[src/rtl/shared_counter_ctrl.sv]
// ---------------------------------------------------------------------------
// shared_counter_ctrl
//
// Sequencer/arbiter for one wide counter built from NUM_SUB slices of
// GRANULARITY bits each (slice 0 least significant). Requesters issue reset,
// increment, query or load operations. Grants are round-robin. Increments
// ripple their carry through the slices at one slice per cycle.
//
// Optional feature macro: CTRL_SATURATE_EN
//   undefined : increment of an all-ones counter wraps to zero, wrap_out=1
//   defined   : increment of an all-ones counter issues no slice command,
//               counter stays all ones, wrap_out=1 (saturated)
//
// Ports
//   clk              clock, rising edge
//   rst_n            asynchronous active-low reset
//   req              per-requester request, held until its gnt bit pulses
//   op_in            per-requester op [2i+1:2i]: 00 rst, 01 inc, 10 query, 11 load
//   load_data_in     per-requester load value [W*i+W-1:W*i]
//   count_in         concatenated slice outputs
//   sub_command_out  per-slice command: 00 rst, 01 inc, 10 idle, 11 load
//   load_data_out    load value presented to the slices
//   gnt              one-hot grant pulse
//   busy             controller not idle
//   done             one-cycle completion pulse
//   done_id          requester index that completed (valid with done)
//   result_out       counter value after the operation (valid with done)
//   wrap_out         increment wrapped / saturated (valid with done)
// ---------------------------------------------------------------------------
module shared_counter_ctrl #(
  parameter int GRANULARITY = 4,
  parameter int NUM_SUB     = 2,
  parameter int NUM_REQ     = 3,
  localparam int W          = GRANULARITY * NUM_SUB,
  localparam int IDW        = (NUM_REQ > 1) ? $clog2(NUM_REQ) : 1
) (
  input  logic                   clk,
  input  logic                   rst_n,
  input  logic [NUM_REQ-1:0]     req,
  input  logic [2*NUM_REQ-1:0]   op_in,
  input  logic [W*NUM_REQ-1:0]   load_data_in,
  input  logic [W-1:0]           count_in,
  output logic [2*NUM_SUB-1:0]   sub_command_out,
  output logic [W-1:0]           load_data_out,
  output logic [NUM_REQ-1:0]     gnt,
  output logic                   busy,
  output logic                   done,
  output logic [IDW-1:0]         done_id,
  output logic [W-1:0]           result_out,
  output logic                   wrap_out
);

  localparam int KW = (NUM_SUB > 1) ? $clog2(NUM_SUB) : 1;

  localparam logic [1:0] OP_RST   = 2'b00;
  localparam logic [1:0] OP_INC   = 2'b01;
  localparam logic [1:0] OP_QRY   = 2'b10;
  localparam logic [1:0] OP_LD    = 2'b11;

  localparam logic [1:0] CMD_RST  = 2'b00;
  localparam logic [1:0] CMD_INC  = 2'b01;
  localparam logic [1:0] CMD_IDLE = 2'b10;
  localparam logic [1:0] CMD_LD   = 2'b11;

  typedef enum logic [1:0] {
    S_IDLE = 2'b00,
    S_EXEC = 2'b01,
    S_DONE = 2'b10
  } state_t;

  state_t                 r_state;
  state_t                 w_state_nxt;
  logic [IDW-1:0]         r_rr_ptr;
  logic [IDW-1:0]         r_id;
  logic [1:0]             r_op;
  logic [KW-1:0]          r_k;
  logic [W-1:0]           r_ldata;
  logic                   r_wrap;

  logic                   w_win_vld;
  logic [IDW-1:0]         w_win_id;
  logic [1:0]             w_win_op;
  logic [GRANULARITY-1:0] w_slice;
  logic                   w_slice_ones;
  logic                   w_last;
  logic                   w_k_adv;
  logic                   w_wrap_set;
  logic [2*NUM_SUB-1:0]   w_sub_cmd;
`ifdef CTRL_SATURATE_EN
  logic                   w_full;
  assign w_full = &count_in;
`endif

  // Round-robin search: walk downward so the lowest offset from r_rr_ptr
  // is the last assignment and therefore wins.
  always_comb begin
    w_win_vld = 1'b0;
    w_win_id  = '0;
    for (int j = NUM_REQ - 1; j >= 0; j--) begin
      if (req[(int'(r_rr_ptr) + j) % NUM_REQ]) begin
        w_win_vld = 1'b1;
        w_win_id  = IDW'((int'(r_rr_ptr) + j) % NUM_REQ);
      end
    end
  end

  assign w_win_op     = op_in[2*int'(w_win_id) +: 2];
  assign w_slice      = count_in[GRANULARITY*int'(r_k) +: GRANULARITY];
  assign w_slice_ones = &w_slice;
  assign w_last       = (int'(r_k) == NUM_SUB - 1);

  // State register and latched operation context
  always_ff @(posedge clk or negedge rst_n) begin
    if (!rst_n) begin
      r_state  <= S_IDLE;
      r_rr_ptr <= '0;
      r_id     <= '0;
      r_op     <= OP_QRY;
      r_k      <= '0;
      r_ldata  <= '0;
      r_wrap   <= 1'b0;
    end else begin
      r_state <= w_state_nxt;
      if (r_state == S_IDLE && w_win_vld) begin
        r_op     <= w_win_op;
        r_id     <= w_win_id;
        r_k      <= '0;
        r_wrap   <= 1'b0;
        r_rr_ptr <= (int'(w_win_id) == NUM_REQ - 1) ? '0 : w_win_id + 1'b1;
        // Only a load changes what the slices see on load_data_out; other
        // ops leave the previous load value in place.
        if (w_win_op == OP_LD) begin
          r_ldata <= load_data_in[W*int'(w_win_id) +: W];
        end
      end
      if (w_k_adv) begin
        r_k <= r_k + 1'b1;
      end
      if (w_wrap_set) begin
        r_wrap <= 1'b1;
      end
    end
  end

  // Next state and outputs
  always_comb begin
    w_state_nxt = r_state;
    w_sub_cmd   = {NUM_SUB{CMD_IDLE}};
    w_k_adv     = 1'b0;
    w_wrap_set  = 1'b0;
    gnt         = '0;
    done        = 1'b0;
    done_id     = '0;
    result_out  = '0;
    wrap_out    = 1'b0;

    case (r_state)
      S_IDLE: begin
        if (w_win_vld) begin
          gnt[w_win_id] = 1'b1;
          w_state_nxt   = S_EXEC;
        end
      end

      S_EXEC: begin
        case (r_op)
          OP_RST: begin
            w_sub_cmd   = {NUM_SUB{CMD_RST}};
            w_state_nxt = S_DONE;
          end
          OP_LD: begin
            w_sub_cmd   = {NUM_SUB{CMD_LD}};
            w_state_nxt = S_DONE;
          end
          OP_INC: begin
`ifdef CTRL_SATURATE_EN
            // Full counter already all ones: leave every slice idle.
            if (w_full) begin
              w_wrap_set  = 1'b1;
              w_state_nxt = S_DONE;
            end else
`endif
            begin
              w_sub_cmd[2*int'(r_k) +: 2] = CMD_INC;
              // Slice k rolls over at this edge, so the carry moves up.
              if (w_slice_ones && !w_last) begin
                w_k_adv = 1'b1;
              end else begin
                w_state_nxt = S_DONE;
                if (w_slice_ones) begin
                  w_wrap_set = 1'b1;
                end
              end
            end
          end
          default: begin
            w_state_nxt = S_DONE;
          end
        endcase
      end

      S_DONE: begin
        done        = 1'b1;
        done_id     = r_id;
        result_out  = count_in;
        wrap_out    = r_wrap;
        w_state_nxt = S_IDLE;
      end

      default: begin
        w_state_nxt = S_IDLE;
      end
    endcase
  end

  assign sub_command_out = w_sub_cmd;
  assign load_data_out   = r_ldata;
  assign busy            = (r_state != S_IDLE);

endmodule
[config.mk]
export PLATFORM = sky130hd
export DESIGN_NAME = shared_counter_ctrl
export DESIGN_NICKNAME = d
export VERILOG_FILES = /design/src/rtl/shared_counter_ctrl.sv
export SDC_FILE = /design/constraint.sdc
export NUM_CORES = 1
export LEC_CHECK = 0
export BUFFER_PORTS_ARGS = -buffer_cell sky130_fd_sc_hd__buf_2
export CAP_MARGIN = 25
export CORE_UTILIZATION = 49
export CTS_BUF_LIST = sky130_fd_sc_hd__clkbuf_16
export CTS_CLUSTER_SIZE = 28
export DETAILED_ROUTE_END_ITERATION = 7
export MAX_ROUTING_LAYER = met4
export PLACE_DENSITY = 0.87
export SYNTH_ARGS = -nofsm -noshare
export SYNTH_HDL_FRONTEND = slang
export SYNTH_SLANG_ARGS = --single-unit
export TNS_END_PERCENT = 50
[constraint.sdc]
create_clock -name clk -period 4.3 [get_ports clk]
set_input_delay 0 -clock clk [delete_from_list [all_inputs] [get_ports clk]]
set_output_delay 0 -clock clk [all_outputs]
set_load 0.05 [all_outputs]
* Word level (Yosys, flattened, before mapping)
Index checks and enable logic that the tools add are counted.
Storage, ports and cells: register bits after elaboration 18, input port bits 43, output and inout port bits 28, word-level logic and storage cells 88
Cells by class: $add $sub $neg 5, divide/modulo/power cells 3, $lt $le $gt $ge 5, eq/ne operators 8, shift-type cells 5, mux-type cells 40, bitwise gates (word level) 3, reductions and logical operators 12
Operators by type and width (count):
- < comparator 32 x 4 -> 1 bit (second input constant) | 3
- modulo 32 x 3 -> 32 bit (second input constant) | 2
- negation 2 -> 33 bit | 1
- variable shift 2 x 33 -> 4 bit (first input constant) | 1
- indexed part select 2 x 33 -> 4 bit (first input constant) | 1
- modulo 3 x 3 -> 32 bit (second input constant) | 1
- indexed part select 24 x 6 -> 8 bit | 1
- two-way mux 1 bit | 22
- two-way mux 2 bit | 8
- one-hot mux 4 bit (3 select lines) | 1
- equality test 2 bit (second input constant) | 4
- two-way mux 8 bit | 1
- indexed part select 8 x 4 -> 4 bit | 1
- binary-select mux 1 bit (select 2 bit) | 3
- two-way mux 3 bit | 2
- nonzero test 2 bit | 3
- indexed part select 6 x 4 -> 2 bit | 1
- equality test 2 x 1 -> 1 bit (second input constant) | 2
- zero test 2 bit | 2
- two-way mux 4 bit | 1
- one-hot mux 2 bit (2 select lines) | 1
- AND reduction 2 bit | 2
- AND reduction 4 bit | 1
- adder 2 x 1 -> 3 bit (second input constant) | 1
- other kinds (13) | 15

* Logic depth before layout (Yosys ltp)
Gate-level depths: netlist of the first run.
word-level depth 14, gate-level depth with buffers 11, depth with buffers taken out 9

* Worst setup path after synthesis of the first run
Ideal clock, no wire load.
path type register -> register, from register r_rr_ptr[0], to register r_id[0], library setup time 0.073 ns, arrival 3.102 ns, required time 4.227 ns, setup slack 1.124 ns, stages on the path, launching flop included 10, buffers on the path 1, period minus slack after synthesis 3.176 ns, path through dfrtp_1 -> inv_1 -> ha_1 -> buf_2 -> nand2b_1 -> a21oi_1 -> nor2_1 -> a31o_2 -> nor4_1 -> a21o_1
On the way: cells in the longest elaborated chain, start to end 9, elaborated cells on any way between the ends 21, those cells by class 2 x add/sub; 3 x div; 15 x mux; 1 x reduce/logical
Ends and longest elaborated chain:
- start, declared | line 73 | logic [IDW-1:0] r_rr_ptr;
- start signal, assigned | line 129 | r_rr_ptr <= (int'(w_win_id) == NUM_REQ - 1) ? '0 : w_win_id + 1'b1;
- adder 2 x 2 -> 3 bit | line 100, 102
- modulo 32 x 3 -> 32 bit | line 100, 102
- binary-select mux 1 bit (select 2 bit) | line 100 | if (req[(int'(r_rr_ptr) + j) % NUM_REQ]) begin
- two-way mux 1 bit (not written as such) (2 in series) | line 100
- two-way mux 1 bit (3 in series) | line 100
- logical AND 1 bit | line 124 | if (r_state == S_IDLE && w_win_vld) begin
- end signal, assigned | line 126 | r_id <= w_win_id;
- end, declared | line 74 | logic [IDW-1:0] r_id;
Parallel ways exist; a longest one is shown, timed or not. The select of a mux whose other input is x is not followed. A chain may end at the register's enable or synchronous reset.

* Worst setup path after layout of the first run
from register r_rr_ptr[1], to register r_ldata[0], in the netlist load_data_out[0]
On the way: cells in the longest elaborated chain, start to end 11, elaborated cells on any way between the ends 25, those cells by class 2 x add/sub; 3 x div; 1 x eq/ne; 2 x shift; 15 x mux; 2 x reduce/logical
Ends and longest elaborated chain:
- adder 2 x 2 -> 3 bit | line 100, 102
- modulo 32 x 3 -> 32 bit | line 100, 102
- binary-select mux 1 bit (select 2 bit) | line 100
- two-way mux 1 bit (not written as such) (2 in series) | line 100
- two-way mux 2 bit (3 in series) | line 100
- indexed part select 6 x 4 -> 2 bit | line 107 | assign w_win_op = op_in[2*int'(w_win_id) +: 2];
- equality test 2 bit | line 132 | if (w_win_op == OP_LD) begin
- AND reduction 2 bit (no line)
- end signal, assigned | line 133 | r_ldata <= load_data_in[W*int'(w_win_id) +: W];
- end, declared | line 77 | logic [W-1:0] r_ldata;
Parallel ways exist; a longest one is shown, timed or not. The select of a mux whose other input is x is not followed.

==> impl_metrics.py, run 1 <==
metrics = {
    "detailed_routing": {
        "drt_iter0_drc": 24,
        "drc_errors": 0,
        "wl_per_cell_um": 14.4,
        "detail_route.first_pass.iterations": 4,
        "wl_um": 3530,
        "via_count": 1329,
        "detail-route-antenna-nets": 0,
        "viasPerCell": 5.45,
    },
    "sta": {
        "whs_ps": 44.5,
        "fin_tns_setup_ps": 0,
        "tightest_slew_ps": 635,
        "fin_ws_ps": 1070,
        "setup_viol": 0,
        "fmax_ghz": 0.310,
        "finalCritPeriodShare": 0.751,
        "finalCriticalPeriod_ps": 3230,
        "finalMaxSlewViolations": 0,
        "relSlewSlack": 0.577,
        "rsz0062_at_grt": "false",
        "fin_skew_ps": 2.14,
        "hold_viol": 0,
    },
    "yosys": {
        "syn_nets": 196,
        "synth_top_family_by_area": "simple AND/OR/NAND/NOR gates",
        "synth_xor_xnor_area_share": 0,
        "synth_commonest_cells": "17 x dfrtp_1, 17 x nand2_1, 12 x o21ai_0, 11 x and2_1, 11 x mux2i_1",
        "yosys.area_share.simple": 0.204,
        "synth_top_cell_area_share": 0.311,
        "synth_area_leader_cell": "dfrtp_1",
        "dominantRegCellSynth": "dfrtp_1",
        "syn_area_per_cell_sq_um": 9.13,
        "synth_cell_types": 43,
        "synth-async-reset-ratio": 1.00,
        "synth_edf_count": 0,
        "synth_fa_ha_area_frac": 0.0274,
        "synthCells": 150,
        "synth_compound_area_frac": 0.191,
        "ys_seq_area_frac": 0.330,
        "ys_ff_latch": 18,
        "synth_area_leaders": "dfrtp_1 31%, mux2_4 8.8%, mux2i_1 8.0%",
        "synth_mux_area_frac": 0.186,
        "synth_warnings": 0,
        "syn-cell-area_sq_um": 1370,
    },
    "die": {
        "start_util": 0.533,
        "rows": 18,
        "coreArea_sq_um": 2570,
        "ios": 71,
        "dieArea_sq_um": 3010,
        "die_x_um": 54.9,
        "dieHeight_um": 54.9,
    },
    "global_route": {
        "antenna_found_initial": 0,
        "met3_usage": 0.0417,
        "grt_use_met2": 0.470,
        "grt_max_degree": 20,
        "grt_use_total": 0.273,
        "grt_pass1_vias": 1195,
        "grt_first_pass_wirelength_um": 5370,
        "grt_util_met1": 0.316,
        "grt_overflow": 0,
        "top_usage_layer": "met2",
    },
    "worst_setup_path": {
        "cpMaxStageDelayCell": "a22oi_4",
        "crit_family": "multiplexers",
        "critPathArrivalTime_ps": 3360,
        "worst-path-buf-inv": 1,
        "max_stage_delay_ps": 480,
        "path_class": "flop to flop",
        "worstPathRequired_ps": 4430,
        "cp_max_fo": 12,
        "crit_chain": "inv_1, ha_1, mux2i_2, o22ai_2, a22oi_4, mux2_1, mux2i_1, nand2b_1, mux2_4",
        "worst_setup_path_start_kind": "flop",
        "worstSetupEndpointType": "flop",
    },
    "pwr": {
        "p_sw_uw": 863,
        "switching_share": 0.530,
        "pwr-share-seq": 0.186,
        "p_clk_frac": 0.116,
        "ir_worst_vdd_mv": 0.591,
        "cellLeakagePower_nw": 0.986,
        "pwr-share-comb": 0.698,
        "p_int_uw": 764,
        "power_density_nw_per_um2": 911,
    },
    "clock_tree": {
        "root_buffer": "clkbuf_16",
        "cts_buffer_depth": 2,
        "tritoncts": "done",
        "post_cts_buffers": 0,
        "clkSinkCount": 18,
        "clk_latency_ps": 250,
        "htree_levels": 1,
        "clk_pin_slew_ps": 50,
        "cts_buffers": 3,
    },
    "placement": {
        "place_congestion": 0.948,
        "place_ws_ps": 1080,
        "place_hpwl_um": 2560,
        "portBuffers": 70,
        "dpl_cell_area_sq_um": 1700,
    },
    "hold_path": {
        "hold_class": "input pin to flop",
    },
    "layout": {
        "area_growth_pct": 30.3,
        "fin_nets": 261,
        "diodes": 0,
        "drive_gt1_frac": 0.430,
        "stdcell_area_sq_um": 1780,
    },
    "run": {
        "drv_cap": 0,
    },
    "status": {
        "status": "finished clean",
    },
}
through the flow:
step            util  cells  power [mW]
6_report       0.695    244        1.63
5_1_grt        0.695    244        1.72
4_1_cts        0.695    244        1.63
3_5_place_dp   0.660    239        1.43
3_3_place_gp   0.660    239        1.40
2_1_floorplan      -    150        1.24
worst register-to-register path, stage by stage (launching register included):
cell	delay (ps)
dfrtp_1	420
inv_1	70
ha_1	340
mux2i_2	300
o22ai_2	130
a22oi_4	480
mux2_1	380
mux2i_1	180
nand2b_1	460
mux2_4	350
logic make-up after synthesis:
family	count (synthesis)
AO/OA/AOI/OAI	36
adder cells (fa/ha/maj)	3
buffers and inverters	17
flip-flops	18
multiplexers	21
AND/OR/NAND/NOR	55
path summary, 6_finish.rpt:
| check | endpoint | slack (ps) | from | depth (start not counted) |
|---|---|---|---|---|
| max | load_data_out[0] | 1070 | r_rr_ptr[1] | 9 |
| min | r_op[0] | 40 | op_in[4] | 3 |
| max reg2reg | load_data_out[0] | 1070 | r_rr_ptr[1] | 9 |
| min reg2reg | r_id[1] | 470 | r_id[1] | 1 |
| max in group asynchronous | r_op[1] | 3770 | rst_n | 2 |
| min in group asynchronous | load_data_out[5] | 210 | rst_n | 2 |
cell usage in the layout (no fill, tap or decap), types with 2 or more instances in the layout:
cell type   n
or2_2       3
clkbuf_16   3
nand2_1    17
mux2i_1    11
mux2_4      8
nor2b_1     2
buf_2      70
a21o_1      5
a21oi_1     5
o21ai_1     2
and2_1     11
dfrtp_1    17
nand2b_1    5
inv_1       5
o21ai_0    12
nor2_1      9
ha_1        3
sequential cells by signal, indices dropped and copies added, names as in the netlist:
signal and flops:
r_op 2, r_state 2, r_k 1, r_wrap 1, r_id 2, r_rr_ptr 2
load_data_out 8
layer usage:
layer  vias up  wire, um
met2        53      1900
met5         -         0
met3         4       178
met1       624      1400
met4         0        46
li1        648         -
cell type report:
cell class	instances	area (sq um)
Fill cell	204	783
Sequential cell	18	452
Timing Repair Buffer	71	360
Tap cell	30	37.5
Clock buffer	3	75.1
Inverter	6	22.5
Clock inverter	1	3.75
Multi-Input combinational cell	115	833
timing repair:
item	CTS	global route
endpoints found under the hold margin	18	0
hold buffers	1	0
resized for setup	0	0
power by group through the flow:
stage                     Combinational (mW)  Sequential, mW  Clock [mW]
after detailed placement                1.13           0.300           0
after global placement                  1.10           0.301           0
after global routing                    1.21           0.311       0.198
final                                   1.13           0.303       0.188
after floorplan                        0.817           0.425           0
after CTS                               1.14           0.302       0.189
Note: power is estimated with default switching activity, not from simulation.
==> run 2: changes to the inputs <==
--- a/config.mk
+++ b/config.mk
@@ -7,12 +7,12 @@
 export LEC_CHECK = 0
 export BUFFER_PORTS_ARGS = -buffer_cell sky130_fd_sc_hd__buf_2
 export CAP_MARGIN = 25
-export CORE_UTILIZATION = 49
+export CORE_UTILIZATION = 45
 export CTS_BUF_LIST = sky130_fd_sc_hd__clkbuf_16
 export CTS_CLUSTER_SIZE = 28
 export DETAILED_ROUTE_END_ITERATION = 7
 export MAX_ROUTING_LAYER = met4
-export PLACE_DENSITY = 0.87
+export PLACE_DENSITY = 0.81
 export SYNTH_ARGS = -nofsm -noshare
 export SYNTH_HDL_FRONTEND = slang
 export SYNTH_SLANG_ARGS = --single-unit
==> constraint.sdc (replaced) <==
create_clock -name clk -period 3 [get_ports clk]
set_input_delay 0 -clock clk [delete_from_list [all_inputs] [get_ports clk]]
set_output_delay 0 -clock clk [all_outputs]
set_load 0.05 [all_outputs]
==> impl_metrics.py, run 2 (synthesis gave the netlist of run 1 again) <==
metrics = {
    "sta": {
        "rsz0062_at_grt": "false",
        "finalCritPeriodShare": 0.923,
        "hold_viol": 0,
        "fin_skew_ps": 4.53,
        "tightest_slew_ps": 678,
        "fin_tns_setup_ps": 0,
        "setup_viol": 0,
        "fin_ws_ps": 232,
        "relSlewSlack": 0.548,
        "finalMaxSlewViolations": 0,
        "fmax_ghz": 0.361,
        "finalCriticalPeriod_ps": 2770,
    },
    "layout": {
        "largest_reg_flops": 8,
        "drive_gt1_frac": 0.442,
        "fin_nets": 264,
        "area_growth_pct": 32.5,
        "stdcell_area_sq_um": 1810,
        "final_common_cell": "buf_2",
        "utilization": 0.641,
        "diodes": 0,
        "layout_common_cells": "70 x buf_2, 17 x nand2_1, 17 x dfrtp_1",
    },
    "worst_setup_path": {
        "critPathArrivalTime_ps": 2900,
        "cp_common_cell": "buf_4",
        "cp_max_fo": 8,
        "max_stage_delay_ps": 400,
        "crit_family": "multiplexers",
        "crit_chain": "inv_1, ha_1, mux2i_2, o22ai_2, a22oi_4, buf_4, mux2i_1, a211oi_2, nand2b_1, buf_4, mux2_4",
        "worstSetupEndpointType": "flop",
        "worst_setup_path_start_kind": "flop",
        "cpMaxStageDelayCell": "dfrtp_1",
        "worstPathRequired_ps": 3130,
        "reg2reg_depth": 11,
        "worst-path-stages": 11,
        "worst-path-buf-inv": 3,
        "path_class": "flop to flop",
    },
    "placement": {
        "portBuffers": 70,
        "dpl_cell_area_sq_um": 1730,
        "place_hpwl_um": 2600,
        "place_ws_ps": 247,
        "place_congestion": 0.886,
    },
    "clock_tree": {
        "clk_pin_slew_ps": 50,
        "cts_buffers": 3,
        "root_buffer": "clkbuf_16",
        "cts_buffer_depth": 2,
        "tritoncts": "done",
        "clk_latency_ps": 250,
        "clkSinkCount": 18,
        "htree_levels": 1,
        "post_cts_resized": 0,
    },
    "die": {
        "die_x_um": 57.2,
        "coreArea_sq_um": 2830,
        "rows": 19,
        "start_util": 0.484,
        "ios": 71,
        "dieArea_sq_um": 3270,
        "dieHeight_um": 57.2,
    },
    "detailed_routing": {
        "drc_errors": 2,
        "wl_um": 3290,
        "via_count": 1301,
        "wl_per_cell_um": 13.3,
        "detail_route.first_pass.iterations": 6,
        "drt_iter0_drc": 37,
        "detail-route-antenna-nets": 0,
        "viasPerCell": 5.25,
    },
    "pwr": {
        "ir_worst_vdd_mv": 0.684,
        "power_density_nw_per_um2": 1300,
        "cellLeakagePower_nw": 1.00,
    },
    "status": {
        "status": "complete, but fails checks",
        "violations": "DRC",
    },
    "global_route": {
        "grt_overflow": 0,
        "grt_use_total": 0.212,
        "grt_pass1_vias": 1208,
        "antenna_found_initial": 0,
        "grt_first_pass_wirelength_um": 5260,
        "grt_max_degree": 20,
    },
    "run": {
        "drv_cap": 0,
    },
    "hold_path": {
        "hold_class": "input pin to flop",
        "hold_path_depth": 3,
    },
}
==> run 2: changes by cell type in the layout (fill, tap and decap cells not counted), sizes merged <==
cell / before / now
buf: 70 / 73
clkinv: 1 / 0
inv: 6 / 7
==> run 2: path summary, 6_finish.rpt <==
kind                        startpoint               end  slack [ps]
setup / recovery           r_rr_ptr[1]  load_data_out[6]         230
hold / removal                op_in[4]           r_op[0]          70
setup reg to reg           r_rr_ptr[1]  load_data_out[6]         230
hold reg to reg                r_id[1]           r_id[1]         470
max in group asynchronous        rst_n           r_op[1]        2460
min in group asynchronous        rst_n  load_data_out[5]         220
==> run 2: stage by stage <==
step,cells,hold slack [ps],power [mW]
finish,248,74.4,2.36
global placement,243,-55.5,2.07
CTS,248,70.6,2.36
detailed placement,243,-51.3,2.10
global route,248,99.4,2.49
floorplan,150,-296,1.79
==> run 2: report_power, final <==
group	leakage [nW]	internal, mW	total (mW)	switching, mW
sequential	0.223	0.360	0.433	0.0731
combinational	0.739	0.592	1.67	1.07
clock	0.0423	0.177	0.265	0.0877
total	1.00	1.13	2.36	1.23
==> run 2: area by class of cell <==
class                   instances  area (sq um)
multi-input cells             115           840
flip-flops and latches         18           452
clock buffers                   3          75.1
fillers                       239          1010
inverters                       6          22.5
clock inverters                 1          3.75
well taps                      31          38.8
repair buffers                 74           383
==> run 2: routing by layer <==
metal,vias up,GRT usage,part of all wire,wire (um)
li1,659,-,-,-
met1,588,0.289,0.47,1560
met2,50,0.326,0.46,1530
met3,4,0.0317,0.051,167
met4,0,0.0697,0.010,33
met5,-,-,0,0
==> run 2: what timing repair did <==
item,CTS,global route
endpoints found under the hold margin,18,0
hold buffers,1,0
setup endpoints to repair,0,0
buffers inserted,0,0
==> run 2: worst register-to-register path, cell delays in order (launching register included) <==
cell and delay, ps:
dfrtp_1 400, inv_1 60, ha_1 360, mux2i_2 300, o22ai_2 130, a22oi_4 240
buf_4 190, mux2i_1 230, a211oi_2 110, nand2b_1 110, buf_4 200, mux2_4 320
==> run 3: changes to the inputs <==
--- a/config.mk
+++ b/config.mk
@@ -5,9 +5,10 @@
 export SDC_FILE = /design/constraint.sdc
 export NUM_CORES = 1
 export LEC_CHECK = 0
+export ABC_AREA = 1
 export BUFFER_PORTS_ARGS = -buffer_cell sky130_fd_sc_hd__buf_2
 export CAP_MARGIN = 25
-export CORE_UTILIZATION = 45
+export CORE_UTILIZATION = 46
 export CTS_BUF_LIST = sky130_fd_sc_hd__clkbuf_16
 export CTS_CLUSTER_SIZE = 28
 export DETAILED_ROUTE_END_ITERATION = 7
==> impl_metrics.py, run 3 <==
metrics = {
    "status": {
        "status": "complete, but fails checks",
        "violations": "DRC",
    },
    "clock_tree": {
        "cts_buffer_depth": 2,
        "clk_latency_ps": 250,
        "clkSinkCount": 18,
        "post_cts_resized": 0,
        "clk_pin_slew_ps": 50,
        "post_cts_buffers": 0,
        "root_buffer": "clkbuf_16",
        "tritoncts": "done",
        "htree_levels": 1,
        "cts_buffers": 3,
        "cts_hold_buf": 1,
    },
    "worst_setup_path": {
        "worst_setup_path_start_kind": "flop",
        "worst-path-buf-inv": 5,
        "cp_common_cell": "nand2_2",
        "crit_chain": "inv_1, ha_1, inv_2, nand2_2, nand2_4, nand2_2, nand2_1, nand2_1, nand2_2, inv_2, nor2_1, inv_1, a21oi_1, buf_2",
        "max_stage_delay_ps": 350,
        "cp_max_fo": 22,
        "worstPathRequired_ps": 3000,
        "critPathArrivalTime_ps": 2700,
        "crit_family": "simple AND/OR/NAND/NOR gates",
        "worstSetupEndpointType": "output pin",
        "path_class": "flop to output pin",
        "cpMaxStageDelayCell": "dfrtp_1",
    },
    "sta": {
        "tightest_slew_ps": 459,
        "rsz0062_at_grt": "false",
        "fmax_ghz": 0.370,
        "whs_ps": 107,
        "setup_viol": 0,
        "relSlewSlack": 0.693,
        "hold_viol": 0,
        "fin_ws_ps": 298,
        "fin_tns_setup_ps": 0,
        "finalMaxSlewViolations": 0,
        "fin_skew_ps": 2.94,
        "finalCritPeriodShare": 0.901,
        "finalCriticalPeriod_ps": 2700,
    },
    "layout": {
        "stdcell_area_sq_um": 1830,
        "fin_nets": 313,
        "diodes": 0,
        "fillers": 267,
        "drive_gt1_frac": 0.357,
        "layout_common_cells": "70 x buf_2, 47 x nand2_1, 24 x inv_1",
        "seq_area_sq_um": 452,
        "multi_input_area_sq_um": 792,
        "final_common_cell": "buf_2",
        "area_growth_pct": 29.0,
        "largest_reg_flops": 8,
    },
    "yosys": {
        "dominantRegCellSynth": "dfrtp_1",
        "synth_edf_count": 0,
        "ys_seq_area_frac": 0.318,
        "synth_top_cell_area_share": 0.300,
        "syn_area_per_cell_sq_um": 7.13,
        "synth_commonest_cells": "47 x nand2_1, 24 x inv_1, 23 x nand3_1, 19 x nor2_1, 18 x nand4_1",
        "synth_cell_types": 30,
        "synthCells": 199,
        "synth-async-reset-ratio": 1.00,
        "syn-cell-area_sq_um": 1420,
        "synth_warnings": 0,
        "synth_area_leaders": "dfrtp_1 30%, nand2_1 12%, nand3_1 8.1%",
        "synth_area_leader_cell": "dfrtp_1",
        "ys_ff_latch": 18,
        "syn_nets": 245,
        "synthMostInstantiatedCell": "nand2_1",
    },
    "placement": {
        "place_ws_ps": 553,
        "dpl_cell_area_sq_um": 1740,
        "place_hpwl_um": 2630,
        "place_congestion": 0.835,
        "portBuffers": 70,
    },
    "detailed_routing": {
        "via_count": 1541,
        "drc_errors": 5,
        "detail-route-antenna-nets": 0,
        "wl_per_cell_um": 11.6,
        "wl_um": 3460,
        "drt_iter0_drc": 70,
        "detail_route.first_pass.iterations": 7,
        "viasPerCell": 5.19,
    },
    "die": {
        "rows": 19,
        "coreArea_sq_um": 2830,
        "ios": 71,
        "die_x_um": 57.5,
        "dieArea_sq_um": 3310,
        "start_util": 0.502,
        "dieHeight_um": 57.5,
    },
    "run": {
        "drv_cap": 0,
    },
    "global_route": {
        "grt_max_degree": 23,
        "grt_pass1_vias": 1388,
        "antenna_found_initial": 0,
        "grt_first_pass_wirelength_um": 5780,
        "grt_overflow": 0,
        "grt_use_total": 0.232,
    },
    "hold_path": {
        "hold_class": "input pin to flop",
    },
}
run 3: worst paths after layout:
check                            startpoint               end  slack, ps  cells after the start
max                             r_rr_ptr[0]            gnt[0]        300                     14
min                             count_in[6]            r_wrap        110                      5
max reg2reg                     r_rr_ptr[0]  load_data_out[0]        580                     14
min reg2reg                load_data_out[2]  load_data_out[2]        480                      2
max in group asynchronous             rst_n           r_op[1]       2470                      2
min in group asynchronous             rst_n  load_data_out[0]        210                      2
run 3: area by class of cell:
| cell class | count | share of cell area |
|---|---|---|
| Inverter | 29 | 0.0595 |
| Clock inverter | 1 | 0.00205 |
| Multi-Input combinational cell | 144 | 0.433 |
| Clock buffer | 3 | 0.0410 |
| Sequential cell | 18 | 0.247 |
| Timing Repair Buffer | 71 | 0.197 |
| Tap cell | 31 | 0.0212 |
run 3: routing by layer:
layer  part of all wire  GRT usage
met4             0.0069     0.0523
met3              0.061     0.0590
met1               0.46      0.269
met2               0.47      0.404
met5                  0          -
run 3: worst min-delay path, delay by kind of cell:
| family | cells | cell delay, ps |
|---|---|---|
| AO/OA/AOI/OAI | 1 | 60 |
| buffers and inverters | 2 | 150 |
| AND/OR/NAND/NOR | 2 | 110 |
run 3: cell families (layout without fill, tap and decap cells):
kind of cell             count (synthesis)  in the layout  share of synthesized area
flip-flops                              18             18                      0.318
buffers and inverters                   37            104                      0.123
AO/OA/AOI/OAI                           18             18                     0.0847
AND/OR/NAND/NOR                        123            123                      0.447
adder cells (fa/ha/maj)                  3              3                     0.0265
run 3: stage by stage:
stage	util	std cells
6_report	0.647	297
5_1_grt	0.647	297
4_1_cts	0.647	297
3_5_place_dp	0.616	292
3_3_place_gp	0.616	292
2_1_floorplan	-	199
Power of run 3 is not shown: default switching activity piles up to over one toggle a cycle in this logic, so the estimate is an artifact.
